[config.mk]
export PLATFORM = sky130hd
export DESIGN_NAME = risc_v_regfile_sb_flat
export DESIGN_NICKNAME = d
export VERILOG_FILES = /design/src/rtl/risc_v_regfile_sb_if.sv /design/src/rtl/risc_v_regfile_sb.sv /design/src/flat_wrapper.sv
export SDC_FILE = /design/constraint.sdc
export NUM_CORES = 2
export LEC_CHECK = 0
export ABC_CLOCK_PERIOD_IN_PS = 8650
export BUFFER_PORTS_ARGS = -buffer_cell sky130_fd_sc_hd__buf_4
export CAP_MARGIN = 20
export CORE_MARGIN = 5
export CORE_UTILIZATION = 50
export CTS_CLUSTER_SIZE = 12
export DETAILED_ROUTE_END_ITERATION = 6
export PLACE_DENSITY = 0.66
export SKIP_CTS_REPAIR_TIMING = 1
export SYNTH_ARGS = -nofsm -noshare
export SYNTH_HDL_FRONTEND = slang
export SYNTH_SLANG_ARGS = --single-unit
[constraint.sdc]
create_clock -name clk -period 8.65 [get_ports clk]
set_input_delay 1.2975 -clock clk [delete_from_list [all_inputs] [get_ports clk]]
set_output_delay 1.2975 -clock clk [all_outputs]
set_load 0.005 [all_outputs]
[src/rtl/risc_v_regfile_sb_if.sv]
`default_nettype none
// ============================================================================
//  Module      : risc_v_regfile_sb_if
//  Description : Bus between decode / write-back and the register file with
//                scoreboard. Carries read addresses and data, the write-back
//                port, the issue port and the scoreboard summary outputs.
//  Ports       : rd_addr/rd_data/rd_busy  - NRP read ports (flattened)
//                wr_en/wr_addr/wr_data    - write-back port
//                iss_en/iss_addr          - destination of issuing instruction
//                any_busy/busy_cnt        - registered scoreboard summary
//  Revision    : 1.0 - initial release
// ============================================================================
interface risc_v_regfile_sb_if #(
    parameter int XLEN = 32,
    parameter int NREG = 32,
    parameter int AW   = 5,
    parameter int NRP  = 2
);
    logic [NRP*AW-1:0]   rd_addr;
    logic [NRP*XLEN-1:0] rd_data;
    logic [NRP-1:0]      rd_busy;
    logic                wr_en;
    logic [AW-1:0]       wr_addr;
    logic [XLEN-1:0]     wr_data;
    logic                iss_en;
    logic [AW-1:0]       iss_addr;
    logic                any_busy;
    logic [AW:0]         busy_cnt;

    // Decode / write-back side.
    modport master (
        output rd_addr, wr_en, wr_addr, wr_data, iss_en, iss_addr,
        input  rd_data, rd_busy, any_busy, busy_cnt
    );

    // Register file side.
    modport slave (
        input  rd_addr, wr_en, wr_addr, wr_data, iss_en, iss_addr,
        output rd_data, rd_busy, any_busy, busy_cnt
    );
endinterface
`default_nettype wire

[src/rtl/risc_v_regfile_sb.sv]
`default_nettype none
// ============================================================================
//  Module      : risc_v_regfile_sb
//  Description : Parametrised RISC-V integer register file with NRP
//                combinational read ports, write-first bypass and a
//                per-register busy scoreboard for RAW hazard detection.
//  Ports       : clk   - clock, all state updates on the rising edge
//                clrn  - synchronous active-high reset
//                bus   - slave side of risc_v_regfile_sb_if (reads, write-
//                        back, issue, scoreboard summary)
//  Revision    : 1.0 - initial release
// ============================================================================
module risc_v_regfile_sb #(
    parameter int XLEN = 32,
    parameter int NREG = 32,
    parameter int AW   = 5,
    parameter int NRP  = 2
) (
    input  wire logic           clk,
    input  wire logic           clrn,
    risc_v_regfile_sb_if.slave  bus
);

    localparam logic [XLEN-1:0] c_ZERO = '0;

    // x0 has no storage: arrays start at index 1.
    logic [XLEN-1:0] regs_q [1:NREG-1];
    logic [NREG-1:1] busy_q;
    logic [NREG-1:1] busy_d;
    logic            any_busy_q;
    logic [AW:0]     busy_cnt_q;
    logic [AW:0]     busy_cnt_d;

    // Full-range views with x0 hard-wired to zero / not busy, so a read
    // address can index them directly without an out-of-range access.
    logic [XLEN-1:0] w_reg_view  [NREG];
    logic [NREG-1:0] w_busy_view;

    always_comb begin
        w_reg_view[0] = c_ZERO;
        for (int r = 1; r < NREG; r++) begin
            w_reg_view[r] = regs_q[r];
        end
        w_busy_view = {busy_q, 1'b0};
    end

    // ------------------------------------------------------------------
    // Busy next state: issue sets, write-back clears, set wins so that a
    // new producer supersedes the one completing in the same cycle.
    // ------------------------------------------------------------------
    always_comb begin
        busy_d     = busy_q;
        busy_cnt_d = '0;
        for (int r = 1; r < NREG; r++) begin
            if (bus.iss_en && (bus.iss_addr == AW'(r))) begin
                busy_d[r] = 1'b1;
            end else if (bus.wr_en && (bus.wr_addr == AW'(r))) begin
                busy_d[r] = 1'b0;
            end
            busy_cnt_d = busy_cnt_d + (AW+1)'(busy_d[r]);
        end
    end

    // ------------------------------------------------------------------
    // State registers. Reset takes priority over write and issue.
    // ------------------------------------------------------------------
    always_ff @(posedge clk) begin
        if (clrn) begin
            for (int r = 1; r < NREG; r++) begin
                regs_q[r] <= c_ZERO;
            end
            busy_q     <= '0;
            any_busy_q <= 1'b0;
            busy_cnt_q <= '0;
        end else begin
            for (int r = 1; r < NREG; r++) begin
                if (bus.wr_en && (bus.wr_addr == AW'(r))) begin
                    regs_q[r] <= bus.wr_data;
                end
            end
            busy_q     <= busy_d;
            any_busy_q <= |busy_d;
            busy_cnt_q <= busy_cnt_d;
        end
    end

    assign bus.any_busy = any_busy_q;
    assign bus.busy_cnt = busy_cnt_q;

    // ------------------------------------------------------------------
    // Read ports: independent, combinational, write-first bypass.
    // ------------------------------------------------------------------
    for (genvar i = 0; i < NRP; i++) begin : g_rd
        logic [AW-1:0] w_addr;
        logic          w_nz;
        logic          w_wr_hit;
        logic          w_iss_hit;

        assign w_addr    = bus.rd_addr[i*AW +: AW];
        assign w_nz      = (w_addr != '0);
        assign w_wr_hit  = bus.wr_en  && (bus.wr_addr  == w_addr);
        assign w_iss_hit = bus.iss_en && (bus.iss_addr == w_addr);

        assign bus.rd_data[i*XLEN +: XLEN] =
            !w_nz    ? c_ZERO :
            w_wr_hit ? bus.wr_data : w_reg_view[w_addr];

        // A completing producer makes the bypassed value valid, unless a
        // new producer for the same register issues in this cycle.
        assign bus.rd_busy[i] =
            !w_nz                      ? 1'b0 :
            (w_wr_hit && !w_iss_hit)   ? 1'b0 : w_busy_view[w_addr];
    end

endmodule
`default_nettype wire

[src/flat_wrapper.sv]
// flat-port wrapper written by rule: the top's interface ports become plain ports
module risc_v_regfile_sb_flat 
#(
    parameter int XLEN = 32,
    parameter int NREG = 32,
    parameter int AW   = 5,
    parameter int NRP  = 2
)
  (clk, clrn, bus_rd_addr, bus_wr_en, bus_wr_addr, bus_wr_data, bus_iss_en, bus_iss_addr, bus_rd_data, bus_rd_busy, bus_any_busy, bus_busy_cnt);
  risc_v_regfile_sb_if #(.XLEN(XLEN), .NREG(NREG), .AW(AW), .NRP(NRP)) bus_i ();
  input  wire logic clk;
  input  wire logic clrn;
  input wire logic [$bits(bus_i.rd_addr)-1:0] bus_rd_addr;
  input wire logic [$bits(bus_i.wr_en)-1:0] bus_wr_en;
  input wire logic [$bits(bus_i.wr_addr)-1:0] bus_wr_addr;
  input wire logic [$bits(bus_i.wr_data)-1:0] bus_wr_data;
  input wire logic [$bits(bus_i.iss_en)-1:0] bus_iss_en;
  input wire logic [$bits(bus_i.iss_addr)-1:0] bus_iss_addr;
  output wire logic [$bits(bus_i.rd_data)-1:0] bus_rd_data;
  output wire logic [$bits(bus_i.rd_busy)-1:0] bus_rd_busy;
  output wire logic [$bits(bus_i.any_busy)-1:0] bus_any_busy;
  output wire logic [$bits(bus_i.busy_cnt)-1:0] bus_busy_cnt;
  assign bus_i.rd_addr = bus_rd_addr;
  assign bus_i.wr_en = bus_wr_en;
  assign bus_i.wr_addr = bus_wr_addr;
  assign bus_i.wr_data = bus_wr_data;
  assign bus_i.iss_en = bus_iss_en;
  assign bus_i.iss_addr = bus_iss_addr;
  assign bus_rd_data = bus_i.rd_data;
  assign bus_rd_busy = bus_i.rd_busy;
  assign bus_any_busy = bus_i.any_busy;
  assign bus_busy_cnt = bus_i.busy_cnt;
  risc_v_regfile_sb #(.XLEN(XLEN), .NREG(NREG), .AW(AW), .NRP(NRP)) u_core (.clk(clk), .clrn(clrn), .bus(bus_i));
endmodule
==> run_results.csv <==
group,metric,value,unit
outcome,outcome,"completed",
setup_path,worstSetupPathType,"input pin to flop",
clock_tree,clk_path_buf_depth,3,
logic_synthesis,synth-seq-area-share,0.538,
setup_path,crit_cells,23,
logic_synthesis,yosys.cell_types.count,56,
sta,period_minus_slack,6.47,ns
logic_synthesis,syn-mean-instance-area,14.7,sq um
power_and_ir_drop,power-per-cell-area,195,nW/um^2
hold_path,hold_path_class,"flop to flop",
hold_path,worst_hold_path.num_cells,2,
sta,hold_viol,0,
power_and_ir_drop,p_leak,21.8,nW
drt,drt-pass1-iter-count,6,
layout,utilization,0.555,
drt,vias,36638,
sta,clock_skew,0.00645,ns
hold_path,holdPathEnd,"u_core.busy_q[2]$_SDFF_PP0_",
logic_synthesis,synth-xor-area-share,0.00355,
logic_synthesis,synth-compound-area-share,0.0396,
logic_synthesis,synthCells,3864,
placed_design,dp_hpwl,104,mm
floorplan,start_util,0.504,
grt,grt_overflow,0,
clock_tree,clkTransAtPathRegs,0.06,ns
logic_synthesis,synth-adder-area-share,0.0103,
sta,fmax,0.155,GHz
sta,hold_ws,0.645,ns
clock_tree,cts_tree,"done",
floorplan,die_h,347,um
placed_design,pre_cts_slack,1.59,ns
layout,synthToLayoutAreaGrowth,10.2,%
sta,drv_slew,0,
power_and_ir_drop,total_power,0.0122,W
grt,first_global_vias,35866,
logic_synthesis,synth_seq_cells,1030,
placed_design,place.gp.congestion,0.876,
setup_path,critPathArrivalTime,7.02,ns
logic_synthesis,synth_edf_count,992,
sta,tightest_slew,1.23,ns
setup_path,crit_chain,"buf_4 -> nor2b_1 -> nand2_1 -> a22oi_1 -> ha_1 -> inv_1 -> fa_1 -> fa_1 -> inv_1 -> fa_1 -> inv_1 -> fa_1 -> fa_1 -> fa_1 -> inv_1 -> ha_1 -> inv_1 -> fa_1 -> inv_1 -> a21o_1 -> a21oi_1 -> xor2_1 -> nor2_1",
grt,track_usage,0.320,
drt,viasPerCell,6.79,
drt,wl_per_cell,36.3,um
logic_synthesis,yosysWarnings,0,
setup_path,worstReg2RegStart,"u_core.busy_q[1]$_SDFF_PP0_",
setup_path,ff2ff_setup_slack,3.40,ns
logic_synthesis,synth.largest_area_cell,"edfxtp_1",
floorplan,dieArea,120000,sq um
layout,drive_gt1_frac,0.272,
logic_synthesis,synth_area,56800,sq um
setup_path,r2r_cells,20,
layout,final_nets,3880,
logic_synthesis,ys_async_sr_fraction,0,
clock_tree,htreeDepth,3,
hold_path,holdCritStartpoint,"u_core.busy_q[2]$_SDFF_PP0_",
setup_path,slowest_delay,0.52,ns
clock_tree,ctsRootBufferMaster,"clkbuf_16",
grt,grt_pass1_wl,274,mm
run,cap_violations,0,
drt,drt_iter0_markers,5446,
sta,setup_viol,0,
sta,tns,0,ns
setup_path,r2r-end,"u_core.bus.busy_cnt[4]$_SDFF_PP0_",
sta,fin_ws,2.18,ns
grt,antenna_found_initial,16,
sta,grt_setup_unrepaired,"false",
setup_path,end_kind,"flop",
logic_synthesis,synth_area_leaders,"edfxtp_1, mux4_2, and2_1",
clock_tree,cts-buffers-inserted,112,
placed_design,numPortBuffers,128,
setup_path,crit_buf_inv,7,
drt,ant_nets,0,
clock_tree,clock-sinks,1030,
drt,drc,0,
logic_synthesis,yosys.area_share.simple,0.137,
floorplan,ioPinCount,129,
floorplan,die_w,347,um
setup_path,cp.required,9.21,ns
setup_path,cp-start-kind,"input pin",
power_and_ir_drop,peakVddDrop,0.161,mV
logic_synthesis,synth_ff_type,"edfxtp_1",
floorplan,fp-row-count,123,
floorplan,coreArea,113000,sq um
setup_path,cp_slowest_cell,"nor2b_1",
drt,drt_wl_total,195,mm
logic_synthesis,syn_nets,3953,
setup_path,startpoint,"bus_wr_addr[0]",
clock_tree,clk_latency,0.71,ns
setup_path,critPathMaxFanout,8,
logic_synthesis,synth_top_area_frac,0.525,
setup_path,path_delay_family,"adder cells",
logic_synthesis,synth_top_family_by_area,"multiplexers",
setup_path,path_common_cell,"fa_1",
logic_synthesis,synthMuxAreaShare,0.236,
sta,finalCritPeriodShare,0.748,
sta,relSlewSlack,0.175,
grt,grt_max_degree,111,
==> tightest hold or removal path, stage by stage (launching register included) <==
cell and delay [ns]:
dfxtp_1 0.38, a22oi_1 0.13, nor2_1 0.10
==> logic make-up after synthesis <==
kind of cell / after synthesis
buffers and inverters: 455
muxes: 675
xor gates and xnor gates: 23
adders and majority gates: 33
DFF: 1030
and+or+nand+nor: 1326
AOI/OAI and AO/OA: 322
==> synthesized netlist by cell type (6+ instances only) <==
library cell	count
inv_1	37
a22oi_1	56
ha_1	10
and2_1	1001
buf_4	37
nor4_1	6
buf_6	11
nand2_1	136
o21ai_0	36
mux2i_1	83
buf_1	27
a22o_1	38
a211oi_1	22
a2111oi_0	20
clkbuf_1	282
nor2b_1	31
mux4_2	526
o211ai_1	14
mux2_2	66
fa_1	23
a21oi_1	87
dfxtp_1	38
a221oi_1	32
nor2_1	108
buf_2	60
xor2_1	19
edfxtp_1	992
nand4_1	6
==> per-stage QoR <==
stage	std cells	cell area (sq um)
floorplan	3864	56800
global placement	5177	59000
detailed placement	5177	59000
CTS	5385	62500
global route	5385	62500
finish	5392	62600
==> where the power goes <==
group / switching (W) / total [W] / internal [W]
Sequential: 0.000135 / 0.00588 / 0.00574
Combinational: 0.000912 / 0.00159 / 0.000678
Clock: 0.00204 / 0.00472 / 0.00267
Total: 0.00309 / 0.0122 / 0.00909
==> layout by cell type (no fill, tap or decap), types with 32 or more instances in the layout <==
cell type,netlist,final
mux2i_1,83,83
buf_4,37,219
o21ai_0,36,36
a21oi_1,87,87
nand2_1,136,105
clkbuf_16,0,112
mux2_2,66,66
and2_1,1001,1001
inv_1,37,36
nor2_1,108,76
a221oi_1,32,32
mux4_2,526,526
a22o_1,38,38
edfxtp_1,992,992
a22oi_1,56,56
dfxtp_1,38,38
==> sequential cells by signal, indices dropped and copies added, names as in the netlist <==
| register | count |
|---|---|
| u_core.bus.any_busy | 1 |
| u_core.bus.busy_cnt | 6 |
| u_core.busy_q | 31 |
| u_core.regs_q | 992 |
==> layout make-up <==
class	count	area [sq um]
sequential	1030	30500
timing repair buffer	231	1850
antenna	7	17.5
clock inverter	68	627
tap	1500	1880
inverter	37	139
clock buffer	140	2910
multi-input combinational	2379	24600
fill	8895	50100
==> metal layers <==
metal,wire (um),share of wire,global-route usage
met3,23400,0.12,0.0746
met4,8590,0.044,0.121
met1,72500,0.37,0.439
met2,90900,0.46,0.503
met5,89,0.00046,0.00510
==> worst max path at each step <==
| stage | slack (ns) | endpoint |
|---|---|---|
| after global placement | 1.65 | u_core.bus.busy_cnt[4]$_SDFF_PP0_ |
| after global routing | 1.92 | u_core.bus.busy_cnt[4]$_SDFF_PP0_ |
| after floorplan | 2.21 | u_core.bus.busy_cnt[4]$_SDFF_PP0_ |
| after CTS | 2.30 | u_core.bus.busy_cnt[4]$_SDFF_PP0_ |
| final | 2.18 | u_core.bus.busy_cnt[4]$_SDFF_PP0_ |
| after detailed placement | 1.59 | u_core.bus.busy_cnt[4]$_SDFF_PP0_ |
Power figures use the tool's default switching activity.
